**src/rtl/hdmi_pkg.sv**
```systemverilog
// Shared HDMI lane constants and stage bundles.
// Code tables are indexed by the symbol value.
package hdmi_pkg;

  localparam int TMDS_W = 10;

  typedef enum logic [1:0] {
    MODE_CTRL  = 2'b00,
    MODE_VIDEO = 2'b01,
    MODE_TERC4 = 2'b10,
    MODE_GUARD = 2'b11
  } mode_e;

  localparam logic [TMDS_W-1:0] CTRL_CODE [4] = '{
    10'b1101010100, 10'b0010101011,
    10'b0101010100, 10'b1010101011
  };

  localparam logic [TMDS_W-1:0] TERC4_CODE [16] = '{
    10'b1010011100, 10'b1001100011,
    10'b1011100100, 10'b1011100010,
    10'b0101110001, 10'b0100011110,
    10'b0110001110, 10'b0100111100,
    10'b1011001100, 10'b0100111001,
    10'b0110011100, 10'b1011000110,
    10'b1010001110, 10'b1001110001,
    10'b0101100011, 10'b1011000011
  };

  localparam logic [TMDS_W-1:0] VGUARD_CODE [3] = '{
    10'b1011001100, 10'b0100110011,
    10'b1011001100
  };

  localparam logic [TMDS_W-1:0] DGUARD = 10'b0100110011;

  // bal is signed two's complement, -4..+4
  typedef struct packed {
    mode_e      mode;
    logic [1:0] ctrl;
    logic [3:0] aux;
    logic       gsel;
    logic [8:0] qm;
    logic [3:0] bal;
  } s1_t;

  function automatic logic [3:0] n1(input logic [7:0] v);
    logic [3:0] c;
    c = '0;
    for (int i = 0; i < 8; i++) c = c + {3'b000, v[i]};
    return c;
  endfunction

endpackage

```
**src/rtl/tmds_qm_stage.sv**
```systemverilog
// Transition-minimised q_m word plus
// its ones-balance relative to four.
module tmds_qm_stage
  import hdmi_pkg::*;
(
  input  logic [7:0] data,
  output logic [8:0] qm,
  output logic [3:0] balance
);

  logic       use_xnor;
  logic [8:0] q;

  // Chain XOR/XNOR through the byte, then count ones
  always_comb begin
    use_xnor = (n1(data) > 4'd4) ||
               ((n1(data) == 4'd4) && !data[0]);
    q    = '0;
    q[0] = data[0];
    for (int i = 1; i < 8; i++) begin
      q[i] = use_xnor ? ~(q[i-1] ^ data[i])
                      :  (q[i-1] ^ data[i]);
    end
    q[8]    = ~use_xnor;
    qm      = q;
    balance = n1(q[7:0]) - 4'd4;
  end

endmodule

```
**src/rtl/tmds_encoder_hdmi.sv**
```systemverilog
// One HDMI lane: TMDS video, control,
// TERC4 and guard-band characters.
module tmds_encoder_hdmi
  import hdmi_pkg::*;
#(
  parameter int CHANNEL = 0,
  parameter int PIPE    = 2
) (
  input  logic              i_clk,
  input  logic              i_rst_n,
  input  logic              i_ce,
  input  logic [1:0]        i_mode,
  input  logic [7:0]        i_data,
  input  logic [1:0]        i_ctrl,
  input  logic [3:0]        i_aux,
  input  logic              i_gsel,
  output logic [TMDS_W-1:0] o_tmds,
  output logic signed [4:0] o_bias
);

  localparam logic [TMDS_W-1:0] VG =
    VGUARD_CODE[CHANNEL];

  logic [8:0]        qm;
  logic [3:0]        bal4;
  s1_t               s1_in;
  s1_t               s1;
  logic [TMDS_W-1:0] tmds_nx;
  logic signed [4:0] bias_nx;
  logic signed [4:0] bal;
  logic              q8;
  logic [7:0]        q;
  logic              zero;
  logic              same;

  tmds_qm_stage u_qm (
    .data    (i_data),
    .qm      (qm),
    .balance (bal4)
  );

  // Bundle the first-stage results
  always_comb begin
    s1_in = '{
      mode: mode_e'(i_mode),
      ctrl: i_ctrl,
      aux:  i_aux,
      gsel: i_gsel,
      qm:   qm,
      bal:  bal4
    };
  end

  generate
    if (PIPE == 2) begin : g_p2
      s1_t s1_q;
      // Stage-1 register, cleared to a ctrl-00 character
      always_ff @(posedge i_clk or negedge i_rst_n) begin
        if (!i_rst_n) begin
          s1_q <= '0;
        end else if (i_ce) begin
          s1_q <= s1_in;
        end
      end
      assign s1 = s1_q;
    end else if (PIPE == 1) begin : g_p1
      assign s1 = s1_in;
    end else begin : g_bad
      $error("tmds_encoder_hdmi: PIPE must be 1 or 2");
    end
  endgenerate

  // DC-balance decision and character select
  always_comb begin
    q       = s1.qm[7:0];
    q8      = s1.qm[8];
    bal     = $signed({s1.bal, 1'b0});
    zero    = (o_bias == 5'sd0) || (bal == 5'sd0);
    same    = !zero && (o_bias[4] == bal[4]);
    tmds_nx = CTRL_CODE[0];
    bias_nx = '0;
    unique case (s1.mode)
      MODE_VIDEO: begin
        unique case (1'b1)
          zero: begin
            tmds_nx = {~q8, q8, q8 ? q : ~q};
            bias_nx = q8 ? o_bias + bal
                         : o_bias - bal;
          end
          same: begin
            tmds_nx = {1'b1, q8, ~q};
            bias_nx = o_bias
                    + $signed({3'b000, q8, 1'b0})
                    - bal;
          end
          default: begin
            tmds_nx = {1'b0, q8, q};
            bias_nx = o_bias + bal
                    - $signed({3'b000, ~q8, 1'b0});
          end
        endcase
      end
      MODE_CTRL: tmds_nx = CTRL_CODE[s1.ctrl];
      MODE_TERC4: tmds_nx = TERC4_CODE[s1.aux];
      MODE_GUARD: begin
        if (!s1.gsel) begin
          tmds_nx = VG;
        end else if (CHANNEL == 0) begin
          tmds_nx = TERC4_CODE[{2'b11, s1.ctrl}];
        end else begin
          tmds_nx = DGUARD;
        end
      end
    endcase
  end

  // Output character and running disparity
  always_ff @(posedge i_clk or negedge i_rst_n) begin
    if (!i_rst_n) begin
      o_tmds <= CTRL_CODE[0];
      o_bias <= '0;
    end else if (i_ce) begin
      o_tmds <= tmds_nx;
      o_bias <= bias_nx;
    end
  end

endmodule

```
**config.mk**
```make
export PLATFORM = sky130hd
export DESIGN_NAME = tmds_encoder_hdmi
export DESIGN_NICKNAME = d
export VERILOG_FILES = /design/src/rtl/hdmi_pkg.sv /design/src/rtl/tmds_qm_stage.sv /design/src/rtl/tmds_encoder_hdmi.sv
export SDC_FILE = /design/constraint.sdc
export NUM_CORES = 1
export LEC_CHECK = 0
export CAP_MARGIN = 20
export CELL_PAD_IN_SITES_DETAIL_PLACEMENT = 0
export CELL_PAD_IN_SITES_GLOBAL_PLACEMENT = 1
export CORE_ASPECT_RATIO = 1.2
export CORE_MARGIN = 10
export CORE_UTILIZATION = 47
export CTS_CLUSTER_DIAMETER = 80
export DETAILED_ROUTE_END_ITERATION = 10
export GPL_TIMING_DRIVEN = 1
export HOLD_SLACK_MARGIN = 0.05
export PLACE_DENSITY_LB_ADDON = 0.08
export SETUP_SLACK_MARGIN = 0.5
export SLEW_MARGIN = 10
export SYNTH_ARGS = -nofsm -noshare
export SYNTH_HDL_FRONTEND = slang
export SYNTH_SLANG_ARGS = --single-unit
```
**constraint.sdc**
```tcl
create_clock -name i_clk -period 5.9 [get_ports i_clk]
set_clock_uncertainty 0.05 [all_clocks]
set_input_delay 1.18 -clock i_clk [delete_from_list [all_inputs] [get_ports i_clk]]
set_output_delay 1.18 -clock i_clk [all_outputs]
set_load 0.02 [all_outputs]
```
== Yosys cells after proc, flatten, opt, wreduce, memory -nomap -nowiden ==
Memory sizes are Yosys's and may differ from the RTL's.
Index checks and enable logic that the tools add are counted.

* Divide/modulo/power cells: 0
* Equal/unequal tests: 5
* Magnitude comparators: 4
* Bitwise operators: 20
* Muxes and demuxes: 21
* Shift operators: 0
* Reduce and logical (&&, ||, !) cells: 9
* $mul: 0
* $add $sub $neg: 20

{| class="wikitable"
|+ Operators by type and width
! kind !! number
|-
| 10-bit two-way mux || 7
|-
| 4-bit by 1-bit adder with 4-bit output || 12
|-
| 10-bit case mux with 4 select lines || 1
|-
| 10-bit binary-select mux with 2-bit select || 1
|-
| 10-bit case mux with 2 select lines || 1
|-
| 5-bit >= comparator, second input constant || 2
|-
| 5-bit two-way mux || 2
|-
| 4-bit inverter with 5-bit output || 2
|-
| 5-bit case mux with 2 select lines || 1
|-
| 5-bit subtractor || 2
|-
| 1-bit inverter || 9
|-
| 8-bit two-way mux || 1
|-
| 8-bit inverter || 1
|-
| 1-bit two-way mux || 7
|-
| 1-bit bitwise XOR || 7
|-
| 5-bit by 3-bit adder with 5-bit output || 1
|-
| 5-bit adder || 1
|-
| 5-bit logical NOT || 1
|-
| 5-bit by 3-bit subtractor with 5-bit output || 1
|-
| 1-bit by 1-bit adder with 2-bit output || 2
|-
| 2-bit equality test, second input constant || 2
|-
| 4-bit by 3-bit equality test with 1-bit output, second input constant || 1
|-
| 4-bit by 3-bit greater-than comparator with 1-bit output, second input constant || 1
|-
| 4-bit logical NOT || 1
|-
| 9 further kinds || 12
|}

* Input port bits: 20
* Bits in latches: 0
* Bits in writable memories: 0
* Memories: 2
* Word-level logic and storage cells: 89
* Memory bits (read-only): 320
* Output and inout bits: 15
* Register bits: 37

{| class="wikitable"
|+ Memory list
! name !! words !! width !! read ports !! clocked after Yosys merged registers in !! wr ports !! line !! text
|-
| (name not given) || 16 || 10 || 1 || 0 || 0 || tmds_encoder_hdmi.sv:109 || <nowiki>tmds_nx = TERC4_CODE[{2'b11, s1.ctrl}];</nowiki>
|-
| (name not given) || 16 || 10 || 1 || 0 || 0 || tmds_encoder_hdmi.sv:104 || <nowiki>MODE_TERC4: tmds_nx = TERC4_CODE[s1.aux];</nowiki>
|}

== Depth between registers and ports, before layout ==
Gate-level depths: netlist (run 1).

* Depth after elaboration: 31
* Gate-level depth with buffers: 22
* Gate-level depth less buffers: 22

== Cells and area by module ==
From an unflattened synthesis (run 1), not the netlist that was laid out.

* Cell total of the unflattened synthesis: 317
* Area total of the unflattened synthesis: 3,109.2 um^2

{| class="wikitable"
|+ By module, submodules not included
! module !! area each (um^2) !! seq. area each (um^2) !! instances !! cells each
|-
| tmds_encoder_hdmi || 2,576.2 || 932.1 || 1 || 263
|-
| tmds_qm_stage || 533.0 || 0.0 || 1 || 54
|}

== Least setup slack after synthesis (run 1) ==
OpenSTA, ideal clock, no wires.

* Kind: input-to-reg
* Start: input port i_data[0]
* End: register g_p2.s1_q, in the netlist bal[3]
* Required time: 5.718 ns
* Path buffers: 0
* Arrival: 6.406 ns
* Stages: 21
* Path slack: -0.688 ns
* Library setup time: 0.132 ns
* Cell sequence: ha_1 inv_1 fa_1 fa_1 inv_1 fa_1 fa_1 nor3b_1 nand2b_1 o21ai_1 xnor2_1 ha_1 inv_1 fa_1 inv_1 fa_1 fa_1 fa_1 xnor2_1 nand2_1 o21ai_0

* Word-level cells in the longest chain between the ends: 31
* Elaborated cells on any way between the ends: 41
* Those cells by class: 15 x add/sub; 1 x order compare; 1 x eq/ne; 7 x mux; 14 x bitwise; 3 x reduce/logical

{| class="wikitable"
|+ RTL lines
! what !! line !! text
|-
| start: declaration || tmds_encoder_hdmi.sv:13 || <nowiki>input logic [7:0] i_data,</nowiki>
|-
| parallel branches: the longest is 10 deep, another holds 4-bit by 1-bit adder with 4-bit output || - ||
|-
| 1-bit two-way mux (*) || tmds_qm_stage.sv:21 || <nowiki>q[i] = use_xnor ? ~(q[i-1] ^ data[i])</nowiki>
|-
| via qm[1] || tmds_encoder_hdmi.sv:24 || <nowiki>logic [8:0] qm;</nowiki>
|-
| parallel branches: the longest is 18 deep, another holds 4-bit by 1-bit adder with 4-bit output || - ||
|-
| 4-bit by 1-bit adder with 4-bit output (*) || hdmi_pkg.sv:50 || <nowiki>for (int i = 0; i < 8; i++) c = c + {3'b000, v[i]};</nowiki>
|-
| 4-bit by 3-bit subtractor with 4-bit output (*) || tmds_qm_stage.sv:26 || <nowiki>balance = n1(q[7:0]) - 4'd4;</nowiki>
|-
| end signal: assignment || tmds_encoder_hdmi.sv:62 || <nowiki>s1_q <= s1_in;</nowiki>
|-
| end: declaration || tmds_encoder_hdmi.sv:56 || <nowiki>s1_t s1_q;</nowiki>
|}

Mark *: on every way through the listed nets, which the timed path passes.
A chain may end at the register's enable or synchronous reset.

== Worst setup path in the final report (run 1) ==
* Start: input port i_data[1]
* End: register g_p2.s1_q, in the netlist bal[2]

* Word-level cells in the longest chain between the ends: 31
* Elaborated cells on any way between the ends: 40
* Those cells by class: 15 x add/sub; 1 x order compare; 1 x eq/ne; 7 x mux; 14 x bitwise; 2 x reduce/logical

{| class="wikitable"
|+ RTL lines
! what !! line !! text
|-
| parallel branches: the longest is 10 deep, another holds 4-bit by 1-bit adder with 4-bit output || - ||
|-
| 1-bit two-way mux (*) || tmds_qm_stage.sv:21 ||
|-
| via qm[1] || tmds_encoder_hdmi.sv:24 ||
|-
| parallel branches: the longest is 18 deep, another holds 4-bit by 1-bit adder with 4-bit output || - ||
|-
| 4-bit by 1-bit adder with 4-bit output (*) || hdmi_pkg.sv:50 ||
|-
| 4-bit by 3-bit subtractor with 4-bit output (*) || tmds_qm_stage.sv:26 ||
|-
| via bal4[1] || tmds_encoder_hdmi.sv:25 || <nowiki>logic [3:0] bal4;</nowiki>
|}

Marked as above.

==> run summary, run 1 <==
Routed Antenna Nets -> 0
top post-synthesis cells by area -> dfrtp_1, ha_1, fa_1, mux2_2, dfstp_2
Main synth FF type -> dfrtp_1
area grow syn2layout -> 23.0%
I/O Buffers -> 34
hold path depth -> 1
CP endpoint kind -> register
synthesized flop and latch total -> 37
slowest cell on the critical path -> fa_1
yosys warns -> 0
GP Congestion -> 0.827
root buf cell -> clkbuf_8
Max Cap Viol -> 0
minimum clock period -> 6.15 ns
fin nets -> 421
type of origin of the critical path -> input port
HPWL after DPL -> 5380 µm
Worst-path clk slew -> 0.08 ns
area of the multi-input gates -> 1960 µm²
FMAX -> 163 MHz
failing checks -> negative setup slack
H-tree levels -> 2
top cell type's share of synthesized area -> 26.6%
endpoints failing hold -> 0
vias per cell -> 5.20
critical path cell sequence -> buf_6 -> ha_4 -> inv_2 -> fa_1 -> fa_1 -> inv_1 -> fa_2 -> fa_1 -> nor3b_2 -> o21ai_1 -> nand2_1 -> o21ai_4 -> xnor2_2 -> ha_1 -> inv_2 -> fa_1 -> inv_1 -> fa_2 -> fa_2 -> fa_2 -> nand2_1 -> o21ai_1
largest net degree at the start of global routing -> 51
die height -> 108 µm
num ports -> 35
hold path start -> o_tmds[3]
crit path from -> i_data[1]
RSZ-0062 raised after global routing -> yes
Int Power -> 1.03 mW
via count -> 2303
DRT iter0 DRCs -> 97
FF/Latch Area -> 932 µm²
worst slew pin tran -> 0.911 ns
worst skew pair latency -> 0.29 ns
Hold WC Path Type -> register to register
status -> finished, violations left
DP Cell Count -> 431
Syn Area/Cell -> 9.56 µm²
Worst Hold End -> o_tmds[3]
switching fraction of total power -> 41.2%
via count of the first global-routing pass -> 2434
Crit path largest cell delay -> 0.53 ns
cells after synthesis -> 315
total die area -> 10000 µm²
gr ovfl total -> 0
post-synthesis sequential area ratio -> 31.0%
ys async rst share -> 100%
GRT Util Overall -> 14.3%
crit share post-route -> 104%
worst reg2reg path depth -> 6
Slew HR -> 39.2%
Comb pwr share -> 60.5%
non-filler cells, final -> 443
Buf/Inv on CP -> 5
Seq pwr share -> 24.3%
Residual DRC -> 0
initial antenna violation count -> 0
delay-heaviest family, CP -> adder cells
count of cell types in the netlist -> 43
Core Region -> 6130 µm²
CTS tree -> yes
Leakage -> 1.63 nW
num rows -> 31
Crit Path Class -> input port to register
worst reg2reg endpoint -> o_tmds[3]
Req. time, crit path -> 6.07 ns
First-pass DRT Iterations -> 5
fill count -> 576
most frequent cells in the layout -> dfrtp_1, inv_1, clkdlybuf4s50_1, ha_1, nor2_1
TritonCTS Sinks -> 37
Starting Density -> 49.1%
clock network power share -> 15.2%
Cell Area, Synth -> 3010 µm²
Post-synth EDFFs -> 0
post-synth top area cell -> dfrtp_1
routed wire length -> 6790 µm
routed length per placed instance -> 15.3 µm
first-pass GRT wire length -> 11700 µm
final worst setup slack -> -0.245 ns
Synth Net Count -> 376
final core utilization -> 60.4%
Max clock buf depth -> 2
most common cell after layout, fill and taps aside -> dfrtp_1
FF-to-FF setup slack -> 3.36 ns
critical path peak fanout -> 2
Final Max Slew Viols -> 0
arrival time worst endpoint -> 6.31 ns
VDD IR max -> 0.234 mV
die width -> 93.1 µm
power per cell area -> 471 nW/µm²
RR Startpoint -> o_bias[2]
endpoints failing setup -> 3
Antenna diodes -> 0
Num CTS Buffers -> 5
layout cells sized above 1 -> 17.7%
NetSw -> 0.718 mW
## synthesized netlist by cell type (all sizes together) (7+ instances only)
cell	instances
inv	33
a21oi	18
clkbuf	10
nand2	20
ha	27
a31oi	7
fa	14
nor2	23
mux2	15
o21ai	24
nand2b	7
dfrtp	32
xnor2	14
xor2	15
## cell families (layout without fill, tap and decap cells)
family          Yosys count  count (layout)  synth area share (%)
compound gates           80              80                  16.8
buf+inv                  45              91                  5.61
simple gates             64              64                  9.85
xor+xnor                 29              29                  8.94
fa+ha+maj                41              41                  20.5
flops                    37              37                  31.0
mux                      19              19                  7.36
## area by class of cell
| cell class | instances | share of cell area [%] |
|---|---|---|
| Clock buffer | 5 | 1.86 |
| Tap cell | 82 | 2.77 |
| Sequential cell | 37 | 25.2 |
| Timing Repair Buffer | 50 | 12.2 |
| Clock inverter | 3 | 1.86 |
| Multi-Input combinational cell | 233 | 52.8 |
| Inverter | 33 | 3.35 |
## sequential cells by signal, indices dropped and copies added (netlist names)
| signal | count |
|---|---|
| g_p2.s1_q | 18 |
| bal | 4 |
| o_bias | 5 |
| o_tmds | 10 |
## worst max-delay path by stage
stage	end	slack, ns	cells after the start
finish	bal[2]	-0.25	22
global route	bal[2]	-0.47	22
CTS	bal[2]	-0.26	22
detailed placement	bal[2]	-1.00	22
global placement	bal[3]	-0.90	23
floorplan	bal[2]	-0.31	20
## what timing repair did
item                                    4_1_cts  5_1_grt
hold buffers                                  0        0
endpoints found under the setup margin        4        4
resized for setup                            17        0
setup buffers                                 2        2
endpoints found under the hold margin         0        0
pin swaps                                     3        2
## per-stage QoR
stage	total power, mW	setup slack, ns	cell area (µm²)	TNS, ns	hold slack [ns]
2_1_floorplan	1.17	-0.312	3050	-0.855	0.420
3_3_place_gp	1.45	-0.902	3530	-3.10	0.413
3_5_place_dp	1.48	-1.00	3530	-3.48	0.426
4_1_cts	1.76	-0.256	3690	-0.508	0.443
5_1_grt	1.92	-0.469	3700	-1.30	0.465
6_report	1.74	-0.245	3700	-0.477	0.434
## power groups by stage
stage	sequential (mW)	combinational, mW	clock, mW
2_1_floorplan	0.439	0.731	0
3_3_place_gp	0.429	1.02	0
3_5_place_dp	0.430	1.05	0
4_1_cts	0.425	1.06	0.272
5_1_grt	0.438	1.20	0.283
6_report	0.424	1.06	0.265
## metal layers
layer / GRT usage, % / vias to the layer above / wire length, µm
met5: 0 / - / 0
met4: 4.86 / 0 / 87
met3: 3.35 / 6 / 227
met2: 24.9 / 31 / 3460
met1: 16.9 / 1102 / 3020
li1: - / 1164 / -
(Power assumes the default switching activity.)
==> run 2, diff against run 1 <==
--- a/config.mk
+++ b/config.mk
@@ -17,7 +17,6 @@
 export HOLD_SLACK_MARGIN = 0.05
 export PLACE_DENSITY_LB_ADDON = 0.08
 export SETUP_SLACK_MARGIN = 0.5
-export SLEW_MARGIN = 10
 export SYNTH_ARGS = -nofsm -noshare
 export SYNTH_HDL_FRONTEND = slang
 export SYNTH_SLANG_ARGS = --single-unit
==> results of run 2 <==
The final DEF is identical to that of run 1; final timing and power are the same.
